$ cat config.mk
export PLATFORM = sky130hd
export DESIGN_NAME = max7219_scheduler_flat
export DESIGN_NICKNAME = d
export VERILOG_FILES = /design/src/rtl/max7219_scheduler_pkg.sv /design/src/rtl/max7219_scheduler_if.sv /design/src/rtl/max7219_word_gen.sv /design/src/rtl/max7219_scheduler.sv /design/src/flat_wrapper.sv
export SDC_FILE = /design/constraint.sdc
export NUM_CORES = 1
export LEC_CHECK = 0
export CAP_MARGIN = 10
export CORE_ASPECT_RATIO = 1.2
export CORE_MARGIN = 5
export CORE_UTILIZATION = 30
export CTS_CLUSTER_DIAMETER = 80
export DETAILED_ROUTE_END_ITERATION = 10
export PLACE_DENSITY = 0.49
export SYNTH_ARGS = -nofsm -noshare
export SYNTH_HDL_FRONTEND = slang
export SYNTH_SLANG_ARGS = --single-unit
$ cat constraint.sdc
create_clock -name clk -period 9 [get_ports clk]
set_input_delay 0.9 -clock clk [delete_from_list [all_inputs] [get_ports clk]]
set_output_delay 0.9 -clock clk [all_outputs]
set_load 0.01 [all_outputs]
$ cat src/rtl/max7219_scheduler_pkg.sv
// Shared stopwatch display definitions: scheduler state encoding, MAX7219
// register map and the job/digit types used by the refresh scheduler.
package stopwatch_pkg;

    typedef enum logic [2:0] {
        ST_INIT = 3'b000,
        ST_IDLE = 3'b100,
        ST_LOAD = 3'b101,
        ST_XFER = 3'b110,
        ST_GAP  = 3'b111
    } state_t;

    typedef enum logic [1:0] {
        JOB_INIT      = 2'd0,
        JOB_INTENSITY = 2'd1,
        JOB_FRAME     = 2'd2
    } job_t;

    localparam logic [7:0] REG_DECODE     = 8'h09;
    localparam logic [7:0] REG_INTENSITY  = 8'h0A;
    localparam logic [7:0] REG_SCAN_LIMIT = 8'h0B;
    localparam logic [7:0] REG_SHUTDOWN   = 8'h0C;
    localparam logic [7:0] DIGIT_DP       = 8'h80;

    localparam int GAP_CYCLES_DEFAULT = 32;

    typedef struct packed {
        logic [3:0] ces_0X;
        logic [3:0] ces_X0;
        logic [3:0] sec_0X;
        logic [2:0] sec_X0;
        logic [3:0] min_0X;
        logic [2:0] min_X0;
    } digits_t;

    // Index of the final word of each job; the job ends after this word's gap.
    function automatic logic [2:0] job_last_idx(job_t job);
        case (job)
            JOB_INIT:  return 3'd3;
            JOB_FRAME: return 3'd5;
            default:   return 3'd0;
        endcase
    endfunction

endpackage

$ cat src/rtl/max7219_scheduler_if.sv
// SPI word handshake between the display scheduler and the SPI shift master.
interface max7219_scheduler_if;
    logic        spi_ready;
    logic        spi_sent;
    logic [15:0] spi_word;
    logic        spi_cs;

    modport master (input spi_ready, spi_sent, output spi_word, spi_cs);
    modport slave  (output spi_ready, spi_sent, input spi_word, spi_cs);
endinterface

$ cat src/rtl/max7219_word_gen.sv
// Maps (job, word index, digit snapshot, intensity) to the 16-bit MAX7219
// command word {addr, data}.
module max7219_word_gen
    import stopwatch_pkg::*;
(
    input  job_t        job,
    input  logic [2:0]  word_idx,
    input  digits_t     digits,
    input  logic [3:0]  intensity,
    output logic [15:0] word
);

    always_comb begin
        word = 16'h0000;
        case (job)
            JOB_INIT: begin
                case (word_idx)
                    3'd0:    word = {REG_SHUTDOWN, 8'h01};
                    3'd1:    word = {REG_DECODE, 8'hFF};
                    3'd2:    word = {REG_SCAN_LIMIT, 8'h05};
                    default: word = {REG_INTENSITY, 4'h0, intensity};
                endcase
            end
            JOB_INTENSITY: word = {REG_INTENSITY, 4'h0, intensity};
            JOB_FRAME: begin
                // Digit registers are 0x01..0x06; the decimal point marks the
                // seconds and minutes units digits.
                word[15:8] = {5'd0, word_idx} + 8'd1;
                case (word_idx)
                    3'd0:    word[7:0] = {4'h0, digits.ces_0X};
                    3'd1:    word[7:0] = {4'h0, digits.ces_X0};
                    3'd2:    word[7:0] = {4'h0, digits.sec_0X} | DIGIT_DP;
                    3'd3:    word[7:0] = {5'h00, digits.sec_X0};
                    3'd4:    word[7:0] = {4'h0, digits.min_0X} | DIGIT_DP;
                    default: word[7:0] = {5'h00, digits.min_X0};
                endcase
            end
            default: word = 16'h0000;
        endcase
    end

endmodule

$ cat src/rtl/max7219_scheduler.sv
// MAX7219 refresh scheduler: sends the init sequence after reset, then serves
// intensity writes and 6-digit frame refreshes one SPI word at a time.
module max7219_scheduler
    import stopwatch_pkg::*;
#(
    parameter int GAP_CYCLES = GAP_CYCLES_DEFAULT
)
(
    input  logic                      clk,
    input  logic                      res,
    input  logic                      tick,
    input  logic                      ena,
    input  logic [3:0]                ces_0X,
    input  logic [3:0]                ces_X0,
    input  logic [3:0]                sec_0X,
    input  logic [2:0]                sec_X0,
    input  logic [3:0]                min_0X,
    input  logic [2:0]                min_X0,
    input  logic [3:0]                intensity,
    input  logic                      intensity_req,
    max7219_scheduler_if.master       spi,
    output logic                      busy,
    output logic                      overrun,
    output logic [2:0]                state_out
);

    localparam int GAP_W = (GAP_CYCLES > 1) ? $clog2(GAP_CYCLES) : 1;
    localparam logic [GAP_W-1:0] GAP_LAST = GAP_W'(GAP_CYCLES - 1);

    state_t            state;
    job_t              job;
    logic [2:0]        word_idx;
    logic [GAP_W-1:0]  gap_cnt;
    digits_t           digits_live;
    digits_t           snap;
    logic [3:0]        int_lat;
    logic [3:0]        int_job;
    logic              refresh_pending;
    logic              intensity_pending;
    logic              start_int;
    logic              start_frame;
    logic [15:0]       next_word;

    assign digits_live = {ces_0X, ces_X0, sec_0X, sec_X0, min_0X, min_X0};
    assign start_int   = (state == ST_IDLE) && intensity_pending;
    assign start_frame = (state == ST_IDLE) && !intensity_pending && refresh_pending;
    assign state_out   = state;

    max7219_word_gen u_word_gen (
        .job       (job),
        .word_idx  (word_idx),
        .digits    (snap),
        .intensity (int_job),
        .word      (next_word)
    );

    // Request flags: a new request in the cycle its job starts re-arms the flag.
    always_ff @(posedge clk or posedge res) begin
        if (res) begin
            refresh_pending   <= 1'b0;
            intensity_pending <= 1'b0;
            overrun           <= 1'b0;
        end else begin
            overrun <= tick && ena && refresh_pending && !start_frame;
            if (tick && ena) begin
                refresh_pending <= 1'b1;
            end else if (start_frame) begin
                refresh_pending <= 1'b0;
            end
            if (intensity_req) begin
                intensity_pending <= 1'b1;
            end else if (start_int) begin
                intensity_pending <= 1'b0;
            end
        end
    end

    // Job data: latched request value, per-job intensity and frame snapshot.
    always_ff @(posedge clk) begin
        if (intensity_req) begin
            int_lat <= intensity;
        end
        if (start_frame) begin
            snap <= digits_live;
        end
        if (state == ST_INIT) begin
            int_job <= intensity;
        end else if (start_int) begin
            int_job <= int_lat;
        end
    end

    always_ff @(posedge clk or posedge res) begin
        if (res) begin
            state        <= ST_INIT;
            job          <= JOB_INIT;
            word_idx     <= 3'd0;
            gap_cnt      <= '0;
            spi.spi_word <= 16'h0000;
            spi.spi_cs   <= 1'b1;
            busy         <= 1'b1;
        end else begin
            case (state)
                ST_INIT: begin
                    job      <= JOB_INIT;
                    word_idx <= 3'd0;
                    state    <= ST_LOAD;
                end
                ST_IDLE: begin
                    if (start_int) begin
                        job      <= JOB_INTENSITY;
                        word_idx <= 3'd0;
                        busy     <= 1'b1;
                        state    <= ST_LOAD;
                    end else if (start_frame) begin
                        job      <= JOB_FRAME;
                        word_idx <= 3'd0;
                        busy     <= 1'b1;
                        state    <= ST_LOAD;
                    end
                end
                ST_LOAD: begin
                    if (spi.spi_ready) begin
                        spi.spi_word <= next_word;
                        spi.spi_cs   <= 1'b0;
                        state        <= ST_XFER;
                    end
                end
                ST_XFER: begin
                    if (spi.spi_sent) begin
                        spi.spi_cs <= 1'b1;
                        gap_cnt    <= '0;
                        state      <= ST_GAP;
                    end
                end
                ST_GAP: begin
                    if (gap_cnt == GAP_LAST) begin
                        gap_cnt <= '0;
                        if (word_idx == job_last_idx(job)) begin
                            busy  <= 1'b0;
                            state <= ST_IDLE;
                        end else begin
                            word_idx <= word_idx + 3'd1;
                            state    <= ST_LOAD;
                        end
                    end else begin
                        gap_cnt <= gap_cnt + 1'b1;
                    end
                end
                default: begin
                    busy  <= 1'b1;
                    state <= ST_INIT;
                end
            endcase
        end
    end

endmodule
$ cat src/flat_wrapper.sv
// flat-port wrapper written by rule: the top's interface ports become plain ports
module max7219_scheduler_flat import stopwatch_pkg::*;
#(
    parameter int GAP_CYCLES = GAP_CYCLES_DEFAULT
)
  (clk, res, tick, ena, ces_0X, ces_X0, sec_0X, sec_X0, min_0X, min_X0, intensity, intensity_req, busy, overrun, state_out, spi_spi_ready, spi_spi_sent, spi_spi_word, spi_spi_cs);
  max7219_scheduler_if spi_i ();
  input  logic clk;
  input  logic res;
  input  logic tick;
  input  logic ena;
  input  logic [3:0] ces_0X;
  input  logic [3:0] ces_X0;
  input  logic [3:0] sec_0X;
  input  logic [2:0] sec_X0;
  input  logic [3:0] min_0X;
  input  logic [2:0] min_X0;
  input  logic [3:0] intensity;
  input  logic intensity_req;
  output logic busy;
  output logic overrun;
  output logic [2:0] state_out;
  input wire logic [$bits(spi_i.spi_ready)-1:0] spi_spi_ready;
  input wire logic [$bits(spi_i.spi_sent)-1:0] spi_spi_sent;
  output wire logic [$bits(spi_i.spi_word)-1:0] spi_spi_word;
  output wire logic [$bits(spi_i.spi_cs)-1:0] spi_spi_cs;
  assign spi_i.spi_ready = spi_spi_ready;
  assign spi_i.spi_sent = spi_spi_sent;
  assign spi_spi_word = spi_i.spi_word;
  assign spi_spi_cs = spi_i.spi_cs;
  max7219_scheduler #(.GAP_CYCLES(GAP_CYCLES)) u_core (.clk(clk), .res(res), .tick(tick), .ena(ena), .ces_0X(ces_0X), .ces_X0(ces_X0), .sec_0X(sec_0X), .sec_X0(sec_X0), .min_0X(min_0X), .min_X0(min_X0), .intensity(intensity), .intensity_req(intensity_req), .spi(spi_i), .busy(busy), .overrun(overrun), .state_out(state_out));
endmodule
==> reports/results.ini, run 1 <==
[global_route]
grt_start_max_net_pins = 29
grt_util_all_layers_pct = 12.0
grt_pass1_wl_mm = 10.4
antenna_found_initial = 0
grt_overflow = 0
first_global_vias = 1954

[power]
powerDensity_nw_per_um2 = 229
p_sw_mw = 0.254
internal-power_mw = 0.540
ir_worst_vdd_mv = 0.0823
p_seq_share_pct = 48.3
combPwrFrac_pct = 27.1
power_frac_clock_pct = 24.6
p_leak_nw = 1.34
swShare_pct = 32.0

[routing]
wl_mm = 6.27
wl_per_cell_um = 15.5
num_vias = 1948
first_pass_iters = 4
antenna_left = 0
avgViaCountPerCell = 4.83
remaining_drc_errors = 0
drt_iter0_markers = 103

[yosys]
async_reset_ff_share_pct = 48.3
synth_top_family_by_area = compound AO/OA/AOI/OAI gates
yosysSeqAreaShare_pct = 58.9
synthCells = 230
synthesis.area_sq_um = 2720
synth_compound_area_share_pct = 15.7
syn_area_per_cell_sq_um = 11.8
synthSimpleGateAreaFrac_pct = 13.6
synth_fa_ha_area_share_pct = 3.22
synth-seq-cells = 58
yosys_most_used_dff = edfxtp_1
synth_xor_area_share_pct = 0.322
yosys-mux-area-fraction_pct = 3.54
ys_types = 51
yosys_warnings = 0
synth-edff-count = 30

[setup_path]
cp.required_ns = 8.10
cp_cell_sequence = clkdlybuf4s50_1
cp_slowest_stage_delay_ns = 0.68
critPathKind = flip-flop to output pin
end_kind = output pin
cp-start-kind = flip-flop
arrival_ns = 1.66
crit_buf_inv = 1
reg2reg_slack_ns = 6.81
cpLargestDelayFamily = flip-flops
cp_max_fo = 16
crit_path_top_delay_cell = dfrtp_1

[finish]
stdcell_area_sq_um = 3460
fillers = 903
utilization_pct = 38.8
fin_nets = 318
drive_gt1_share_pct = 10.2
syn_to_final_growth_pct = 27.3
num_antenna_cells = 0

[die]
die_h_um = 114
die_w_um = 97.0
fp-row-count = 38
dieArea_sq_um = 11100
ioPinCount = 55
fp.coreArea_sq_um = 8940
start_util_pct = 30.5

[clock_network]
post_cts_buffers = 0
clkTransAtPathRegs_ns = 0.06
clockBufferDepth = 2
cts_hold_buf = 0
clkSinkCount = 58
cts_tree = done
htree_levels = 3
cts_resized = 0
cts_buffers = 9
root_buffer = clkbuf_8
clk_latency_ns = 0.34

[timing]
setup_viol_count_final = 0
rsz0062_at_grt = no
hold_violations = 0
maxSlewViolCount = 0
fin_worst_skew_ns = 0.00672
setup_tns_ns = 0
fin_crit_sh_pct = 28.4
slew_headroom_pct = 51.4
fin_crit_ns = 2.56
tightestPinTransition_ns = 0.729
max_freq_mhz = 391

[job]
maxCapViolations = 0

[place]
io_buffers = 50
placedInstanceArea_sq_um = 3310
hpwl_mm = 4.49
place.gp.congestion = 0.729

[worst_hold_path]
min_path_type = flip-flop to flip-flop

[run_status]
status = completed

## stage by stage
stage,worst slack [ns],hold WS (ns),cells,power [mW]
floorplan,5.85,0.465,233,0.506
detailed placement,6.40,0.473,387,0.609
finish,6.44,0.488,403,0.795
global placement,6.47,0.482,387,0.605
global route,6.35,0.549,403,0.848
CTS,6.40,0.488,403,0.807
## power groups by stage
stage	clock, mW	combinational (mW)	sequential (mW)
2_1_floorplan	0	0.138	0.368
3_3_place_gp	0	0.216	0.390
3_5_place_dp	0	0.219	0.390
4_1_cts	0.203	0.219	0.385
5_1_grt	0.215	0.240	0.393
6_report	0.196	0.215	0.384
## layout make-up
class                      instances  area, sq um  share of cell area (%)
sequential                        58         1600                    46.3
multi-input combinational        149         1010                    29.1
timing repair buffer              52          515                    14.9
tap                              120          150                    4.33
clock buffer                      12          135                    3.90
inverter                           8         30.0                   0.867
clock inverter                     4         20.0                   0.578
## layout by cell type, fill, tap and decap left out, types with 6 or more instances in the layout
| cell | n |
|---|---|
| nand3_1 | 6 |
| a22o_1 | 6 |
| edfxtp_1 | 30 |
| dfrtp_1 | 26 |
| ha_1 | 7 |
| a31oi_1 | 6 |
| o21ai_0 | 14 |
| nand2_1 | 20 |
| clkdlybuf4s50_1 | 50 |
| clkbuf_8 | 9 |
| inv_1 | 8 |
| nor2_1 | 17 |
## state kept, by name (all words and copies together), names as in the netlist, 2 cells and up
name                 flops
u_core.state_out         3
u_core.int_job           4
u_core.spi.spi_word     10
u_core.snap             22
u_core.int_lat           4
u_core.job               2
u_core.word_idx          3
u_core.gap_cnt           5
## layer usage
metal / up-vias / part of all wire, % / global-route usage [%]
li1: 954 / - / -
met1: 945 / 43 / 14.3
met2: 39 / 51 / 19.9
met3: 10 / 4.1 / 3.60
met4: 0 / 2.0 / 5.62
met5: - / 0 / 0
## worst paths after layout
check / from / to / cells after the start
min reg2reg: u_core.spi.spi_word[9]$_DFFE_PP0P_ / u_core.spi.spi_word[9]$_DFFE_PP0P_ / 2
max in group asynchronous: res / u_core.spi.spi_cs$_DFFE_PP1P_ / 3
max reg2reg: u_core.word_idx[0]$_DFFE_PP0P_ / u_core.spi.spi_word[3]$_DFFE_PP0P_ / 6
max: u_core.state_out[2]$_DFFE_PP0P_ / state_out[2] / 1
min in group asynchronous: res / u_core.spi.spi_word[6]$_DFFE_PP0P_ / 3
min: u_core.spi.spi_word[9]$_DFFE_PP0P_ / u_core.spi.spi_word[9]$_DFFE_PP0P_ / 2
## synthesized netlist by cell type, types with 2 or more instances
cell type | number | area share (%)
edfxtp_1 | 30 | 33
dfrtp_1 | 26 | 24
nand2_1 | 20 | 2.8
nor2_1 | 17 | 2.3
o21ai_0 | 14 | 2.6
clkbuf_1 | 8 | 1.1
inv_1 | 8 | 1.1
ha_1 | 7 | 3.2
a22o_1 | 6 | 1.9
a31oi_1 | 6 | 1.4
buf_4 | 6 | 1.7
nand3_1 | 6 | 1.1
mux2_2 | 5 | 2.1
o211ai_1 | 5 | 1.4
a22oi_1 | 4 | 1.1
and3_1 | 4 | 0.92
buf_2 | 4 | 0.74
mux2i_1 | 4 | 1.5
nor3_1 | 4 | 0.74
a21oi_1 | 3 | 0.55
a21o_1 | 2 | 0.55
a222oi_1 | 2 | 0.74
a32o_1 | 2 | 0.74
a32oi_1 | 2 | 0.64
dfstp_2 | 2 | 1.9
nand2b_1 | 2 | 0.46
nand3b_1 | 2 | 0.55
nor2b_1 | 2 | 0.46
nor3b_1 | 2 | 0.55
nor4b_1 | 2 | 0.64
o21ba_2 | 2 | 0.74
o31ai_1 | 2 | 0.55
## cells by family after synthesis
group | count (synthesis)
AOI/OAI and AO/OA | 59
buffers and inverters | 26
xor gates and xnor gates | 1
DFF | 58
and+or+nand+nor | 69
adders and majority gates | 7
other | 1
muxes | 9
Note: power is estimated with default switching activity, not from simulation.
==> run 2: changes to the inputs <==
Clock period 9 ns to 2.7 ns, I/O delays scaled along.
==> run 2 against run 1 <==
Against the previous run: total power rose to 3.4 times the previous value; critical path depth grew 5; hold slack lost 0.18 ns; setup slack worse by 5.7 ns; sequential power rose to 3.3 times the previous value; flip-flop and latch count is the same.
==> reports/results.ini, run 2 (synthesized netlist as in run 1, its figures left out) <==
[global_route]
grt_overflow = 0  ; unchanged
grt_util_all_layers_pct = 11.7  ; was 12.0%
grt_pass1_wl_mm = 10.1  ; was 10.4 mm
first_global_vias = 1959  ; was 1954
grt_start_max_net_pins = 29  ; unchanged
antenna_found_initial = 0  ; unchanged

[clock_network]
cts_buffers = 9  ; unchanged
clkSinkCount = 58  ; unchanged
htree_levels = 3  ; unchanged
cts_resized = 0  ; unchanged
root_buffer = clkbuf_8  ; unchanged
clkTransAtPathRegs_ns = 0.06  ; about the same
cts_tree = done  ; unchanged
clockBufferDepth = 2  ; unchanged
post_cts_buffers = 0  ; unchanged
clk_latency_ns = 0.33  ; was 0.34 ns
cts_hold_buf = 0  ; unchanged

[place]
placed_cells = 390  ; was 387
hpwl_mm = 4.58  ; was 4.49 mm
placedInstanceArea_sq_um = 3330  ; was 3310 sq um
pre_cts_slack_ns = 0.702  ; was 6.40 ns
io_buffers = 50  ; unchanged
place.gp.congestion = 0.762  ; was 0.729

[power]
p_seq_share_pct = 45.9  ; was 48.3%
power_frac_clock_pct = 26.6  ; was 24.6%
total_power_mw = 2.74  ; was 0.795 mW
swShare_pct = 30.6  ; was 32.0%
p_leak_nw = 1.36  ; was 1.34 nW
p_sw_mw = 0.837  ; was 0.254 mW
combPwrFrac_pct = 27.4  ; was 27.1%
internal-power_mw = 1.90  ; was 0.540 mW
powerDensity_nw_per_um2 = 780  ; was 229 nW/um^2
ir_worst_vdd_mv = 0.365  ; was 0.0823 mV

[die]
die_w_um = 97.0  ; unchanged
ioPinCount = 55  ; unchanged
die_h_um = 114  ; unchanged
fp.coreArea_sq_um = 8940  ; unchanged
start_util_pct = 30.5  ; unchanged
dieArea_sq_um = 11100  ; unchanged
fp-row-count = 38  ; unchanged

[routing]
antenna_left = 0  ; unchanged
num_vias = 1950  ; was 1948
avgViaCountPerCell = 4.80  ; was 4.83
drt_iter0_markers = 91  ; was 103
wl_mm = 6.18  ; was 6.27 mm
first_pass_iters = 4  ; unchanged
wl_per_cell_um = 15.2  ; was 15.5 um
remaining_drc_errors = 0  ; unchanged

[timing]
fin_worst_skew_ns = 0.00994  ; was 0.00672 ns
rsz0062_at_grt = no  ; unchanged
setup_viol_count_final = 0  ; unchanged
hold_violations = 0  ; unchanged
setup_slack_ns = 0.744  ; was 6.44 ns
maxSlewViolCount = 0  ; unchanged
fin_crit_sh_pct = 72.5
fin_crit_ns = 1.96
slew_headroom_pct = 60.0  ; was 51.4%
setup_tns_ns = 0  ; unchanged
max_freq_mhz = 511
tightestPinTransition_ns = 0.596  ; was 0.729 ns

[run_status]
status = completed  ; unchanged

[setup_path]
cp-start-kind = flip-flop  ; unchanged
critPathKind = flip-flop to flip-flop  ; was flip-flop to output pin
end_kind = flip-flop  ; was output pin
crit_path_top_delay_cell = dfrtp_1  ; unchanged
reg2reg_slack_ns = 0.74  ; was 6.81 ns
cp_slowest_stage_delay_ns = 0.47  ; was 0.68 ns
arrival_ns = 2.17  ; was 1.66 ns
cp_cell_sequence = inv_1 -> ha_1 -> a222oi_1 -> o21ai_0 -> and3_1 -> a221o_1  ; was clkdlybuf4s50_1
cp_max_fo = 9  ; was 16
cp.required_ns = 2.91  ; was 8.10 ns

[finish]
num_antenna_cells = 0  ; unchanged
syn_to_final_growth_pct = 28.9  ; was 27.3%
seqCellArea_sq_um = 1600  ; unchanged
stdcell_area_sq_um = 3510  ; was 3460 sq um
final_cell_mix = clkdlybuf4s50_1, edfxtp_1, dfrtp_1  ; unchanged
reg_top3 = u_core.snap (22), u_core.spi.spi_word (10), u_core.gap_cnt (5)  ; unchanged
fin_nets = 321  ; was 318
fillers = 906  ; was 903
largest_register_ff_count = 22  ; unchanged
final-instance-count-excl-fill = 406  ; was 403
top_register = u_core.snap  ; unchanged
final_common_cell = clkdlybuf4s50_1  ; unchanged
drive_gt1_share_pct = 10.1  ; was 10.2%
multiInputGateArea_sq_um = 1010  ; unchanged

[worst_hold_path]
min_path_type = input port to async pin  ; was flip-flop to flip-flop

[job]
maxCapViolations = 0  ; unchanged

==> run 2: changes by cell type in the layout (fill, tap and decap cells not counted), sizes merged <==
cell,delta
bufinv,+1
buf,+3
clkbuf,-1
==> run 2: layout make-up <==
cell class	count	share of cell area [%]
clock buffers	11	3.74
repair buffers	55	15.3
inverters	8	0.856
flip-flops and latches	58	45.7
multi-input cells	149	28.8
clock inverters	5	1.28
well taps	120	4.28
==> run 2: routing by layer <==
metal,wire length (um),GRT usage [%]
met1,2690,14.0
met2,3140,19.5
met3,229,3.96
met4,116,4.78
met5,0,0
==> run 2: through the flow <==
stage               utilization, %  hold WS (ns)
global route                  39.2         0.341
floorplan                        -         0.334
CTS                           39.2         0.305
finish                        39.2         0.304
global placement              37.3         0.476
detailed placement            37.3         0.485
==> run 2: final timing paths <==
path / from / end / cells past startpoint
max in group asynchronous: res / u_core.spi.spi_cs$_DFFE_PP1P_ / 3
min in group clk: u_core.spi.spi_word[9]$_DFFE_PP0P_ / u_core.spi.spi_word[9]$_DFFE_PP0P_ / 2
hold / removal: res / u_core.spi.spi_word[11]$_DFFE_PP0P_ / 3
setup / recovery: u_core.word_idx[0]$_DFFE_PP0P_ / u_core.spi.spi_word[3]$_DFFE_PP0P_ / 6
setup reg to reg: u_core.word_idx[0]$_DFFE_PP0P_ / u_core.spi.spi_word[3]$_DFFE_PP0P_ / 6
hold reg to reg: u_core.spi.spi_word[9]$_DFFE_PP0P_ / u_core.spi.spi_word[9]$_DFFE_PP0P_ / 2
==> run 2: critical path: cells and delay by family, from the launching register on <==
family,cells,cell delay (ns)
flops,1,0.47
compound gates,3,0.73
fa+ha+maj,1,0.33
simple gates,1,0.19
buf+inv,1,0.12
==> run 2: power groups by stage <==
stage	combinational, mW	clock, mW	sequential, mW
global route	0.837	0.804	1.28
floorplan	0.461	0	1.23
CTS	0.763	0.759	1.26
detailed placement	0.759	0	1.28
global placement	0.758	0	1.28
finish	0.750	0.729	1.26
==> run 3: changes to the inputs <==
Settings changed: PLACE_DENSITY 0.49 to 0.51.
Clock period 2.7 ns to 1.66 ns, I/O delays scaled along.
==> run 3 against run 2 <==
Against the previous run: combinational power rose by 97%; flip-flop and latch count did not move; hold slack got worse by 0.11 ns; total power rose by 72%; first-iteration DRC count rose by 11%; core utilization rose by 4.0 points; final cell count rose by 6.9%; via count rose by 4.5%; critical path type unchanged; routed wire length rose by 2.8%; cell area rose by 10%; critical path depth did not move; fmax rose by 20%.
==> reports/results.ini, run 3 (synthesized netlist as in run 1, its figures left out) <==
[finish]
reg_top3 = u_core.snap (22), u_core.spi.spi_word (10), u_core.gap_cnt (5)  ; unchanged
syn_to_final_growth_pct = 42.1  ; was 28.9%
fillers = 859  ; was 906
fin_nets = 349  ; was 321
drive_gt1_share_pct = 26.8  ; was 10.1%
final_cell_mix = clkdlybuf4s50_1, buf_4, edfxtp_1  ; was clkdlybuf4s50_1, edfxtp_1, dfrtp_1
largest_register_ff_count = 22  ; unchanged
utilization_pct = 43.3  ; was 39.2%
num_antenna_cells = 0  ; unchanged
top_register = u_core.snap  ; unchanged
final_common_cell = clkdlybuf4s50_1  ; unchanged

[power]
swShare_pct = 31.1  ; was 30.6%
ir_worst_vdd_mv = 0.489  ; was 0.365 mV
internal-power_mw = 3.25  ; was 1.90 mW
power_frac_clock_pct = 26.3  ; was 26.6%
p_seq_share_pct = 42.4  ; was 45.9%
p_leak_nw = 1.52  ; was 1.36 nW
combPwrFrac_pct = 31.3  ; was 27.4%
p_sw_mw = 1.47  ; was 0.837 mW
powerDensity_nw_per_um2 = 1220  ; was 780 nW/um^2
total_power_mw = 4.71  ; was 2.74 mW

[setup_path]
arrival_ns = 1.86  ; was 2.17 ns
end_kind = flip-flop  ; unchanged
crit_path_top_delay_cell = dfrtp_2  ; was dfrtp_1
cp-start-kind = flip-flop  ; unchanged
cp_slowest_stage_delay_ns = 0.45  ; was 0.47 ns
cp.required_ns = 1.88  ; was 2.91 ns
cp_cell_sequence = inv_4 -> ha_4 -> a222oi_1 -> o21ai_1 -> and3_1 -> a221o_1  ; was inv_1 -> ha_1 -> a222oi_1 -> o21ai_0 -> and3_1 -> a221o_1
cp_max_fo = 8  ; was 9
critPathKind = flip-flop to flip-flop  ; unchanged

[job]
maxCapViolations = 0  ; unchanged

[timing]
fin_crit_sh_pct = 98.5  ; was 72.5%
fin_crit_ns = 1.63  ; was 1.96 ns
max_freq_mhz = 612  ; was 511 MHz
fin_worst_skew_ns = 0.00891  ; was 0.00994 ns
rsz0062_at_grt = yes  ; was no
maxSlewViolCount = 0  ; unchanged
setup_tns_ns = 0  ; unchanged
hold_violations = 0  ; unchanged
setup_viol_count_final = 0  ; unchanged

[clock_network]
clockBufferDepth = 2  ; unchanged
cts_tree = done  ; unchanged
clkSinkCount = 58  ; unchanged
clk_latency_ns = 0.35  ; was 0.33 ns
htree_levels = 3  ; unchanged
cts_buffers = 9  ; unchanged
clkTransAtPathRegs_ns = 0.07  ; was 0.06 ns
root_buffer = clkbuf_8  ; unchanged

[routing]
wl_mm = 6.35  ; was 6.18 mm
wl_per_cell_um = 14.6  ; was 15.2 um
avgViaCountPerCell = 4.69  ; was 4.80
antenna_left = 0  ; unchanged
first_pass_iters = 4  ; unchanged
num_vias = 2037  ; was 1950
remaining_drc_errors = 0  ; unchanged
drt_iter0_markers = 101  ; was 91

[global_route]
grt_start_max_net_pins = 29  ; unchanged
grt_overflow = 0  ; unchanged
antenna_found_initial = 0  ; unchanged
first_global_vias = 2116  ; was 1959
grt_util_all_layers_pct = 12.3  ; was 11.7%
grt_pass1_wl_mm = 10.6  ; was 10.1 mm

[run_status]
status = completed  ; unchanged

[place]
place.gp.congestion = 0.891  ; was 0.762
io_buffers = 50  ; unchanged
hpwl_mm = 4.62  ; was 4.58 mm

[die]
die_w_um = 97.0  ; unchanged
fp-row-count = 38  ; unchanged
start_util_pct = 30.5  ; unchanged
fp.coreArea_sq_um = 8940  ; unchanged
die_h_um = 114  ; unchanged
dieArea_sq_um = 11100  ; unchanged
ioPinCount = 55  ; unchanged

[worst_hold_path]
min_path_type = input port to async pin  ; unchanged

run 3: changes by cell type in the layout (fill, tap and decap cells not counted), moves of 4 or more:
cell,change
dfrtp_2,+5
o21ai_0,-4
clkinv_1,-4
buf_4,+26
clkinv_2,+4
ha_1,-5
ha_4,+4
o21ai_1,+4
dfrtp_1,-5
run 3: worst max-delay path: cells and delay by family, from the launching register on:
family	cells	cell delay (ns)
adder cells (fa/ha/maj)	1	0.20
flip-flops	1	0.45
AND/OR/NAND/NOR	1	0.16
buffers and inverters	1	0.07
AO/OA/AOI/OAI	3	0.64
run 3: what timing repair did:
item / CTS / global route
endpoints found under the setup margin: 6 / 7
hold buffers: 0 / 0
pin swaps: 3 / 4
gates resized for setup: 6 / 19
buffers inserted: 6 / 3
run 3: power by group through the flow:
| stage | logic [mW] | clock network (mW) | registers [mW] |
|---|---|---|---|
| floorplan | 0.785 | 0 | 2.01 |
| global placement | 1.36 | 0 | 2.05 |
| detailed placement | 1.37 | 0 | 2.05 |
| CTS | 1.42 | 1.28 | 2.00 |
| global route | 1.64 | 1.34 | 2.04 |
| finish | 1.48 | 1.24 | 2.00 |
run 3: cell type report:
type	count	area (sq um)	area share, %
sequential	58	1610	41.6
multi-input combinational	149	1120	29.0
timing repair buffer	83	764	19.8
tap	120	150	3.88
clock buffer	10	128	3.30
clock inverter	6	57.6	1.49
inverter	8	35.0	0.906
run 3: final timing paths:
kind / from / endpoint / slack [ns] / cells after the start
min in group clk: min_0X[3] / u_core.snap[6]$_DFFE_PP_ / 0.37 / 1
max in group asynchronous: res / u_core.busy$_DFFE_PP1P_ / 1.14 / 3
min reg2reg: u_core.spi.spi_word[9]$_DFFE_PP0P_ / u_core.spi.spi_word[9]$_DFFE_PP0P_ / 0.49 / 2
min: res / u_core.gap_cnt[3]$_DFFE_PP0P_ / 0.20 / 3
max reg2reg: u_core.word_idx[0]$_DFFE_PP0P_ / u_core.spi.spi_word[3]$_DFFE_PP0P_ / 0.03 / 6
max: u_core.word_idx[0]$_DFFE_PP0P_ / u_core.spi.spi_word[3]$_DFFE_PP0P_ / 0.03 / 6
run 3: per-stage QoR:
stage / hold slack (ns) / std cells / worst slack (ns) / area, sq um
5_1_grt: 0.267 / 434 / -0.0602 / 3870
4_1_cts: 0.199 / 431 / -0.0155 / 3770
2_1_floorplan: 0.230 / 233 / -0.207 / 2800
6_report: 0.196 / 434 / 0.0256 / 3870
3_3_place_gp: 0.472 / 409 / -0.0510 / 3520
3_5_place_dp: 0.476 / 409 / -0.0588 / 3520
run 3: layer usage:
layer | share of wire, % | GRT usage [%] | vias up
met3 | 4.6 | 3.17 | 12
met4 | 2.9 | 7.96 | 0
met1 | 45 | 15.4 | 960
met2 | 48 | 19.0 | 52
li1 | - | - | 1013
met5 | 0 | 0 | -
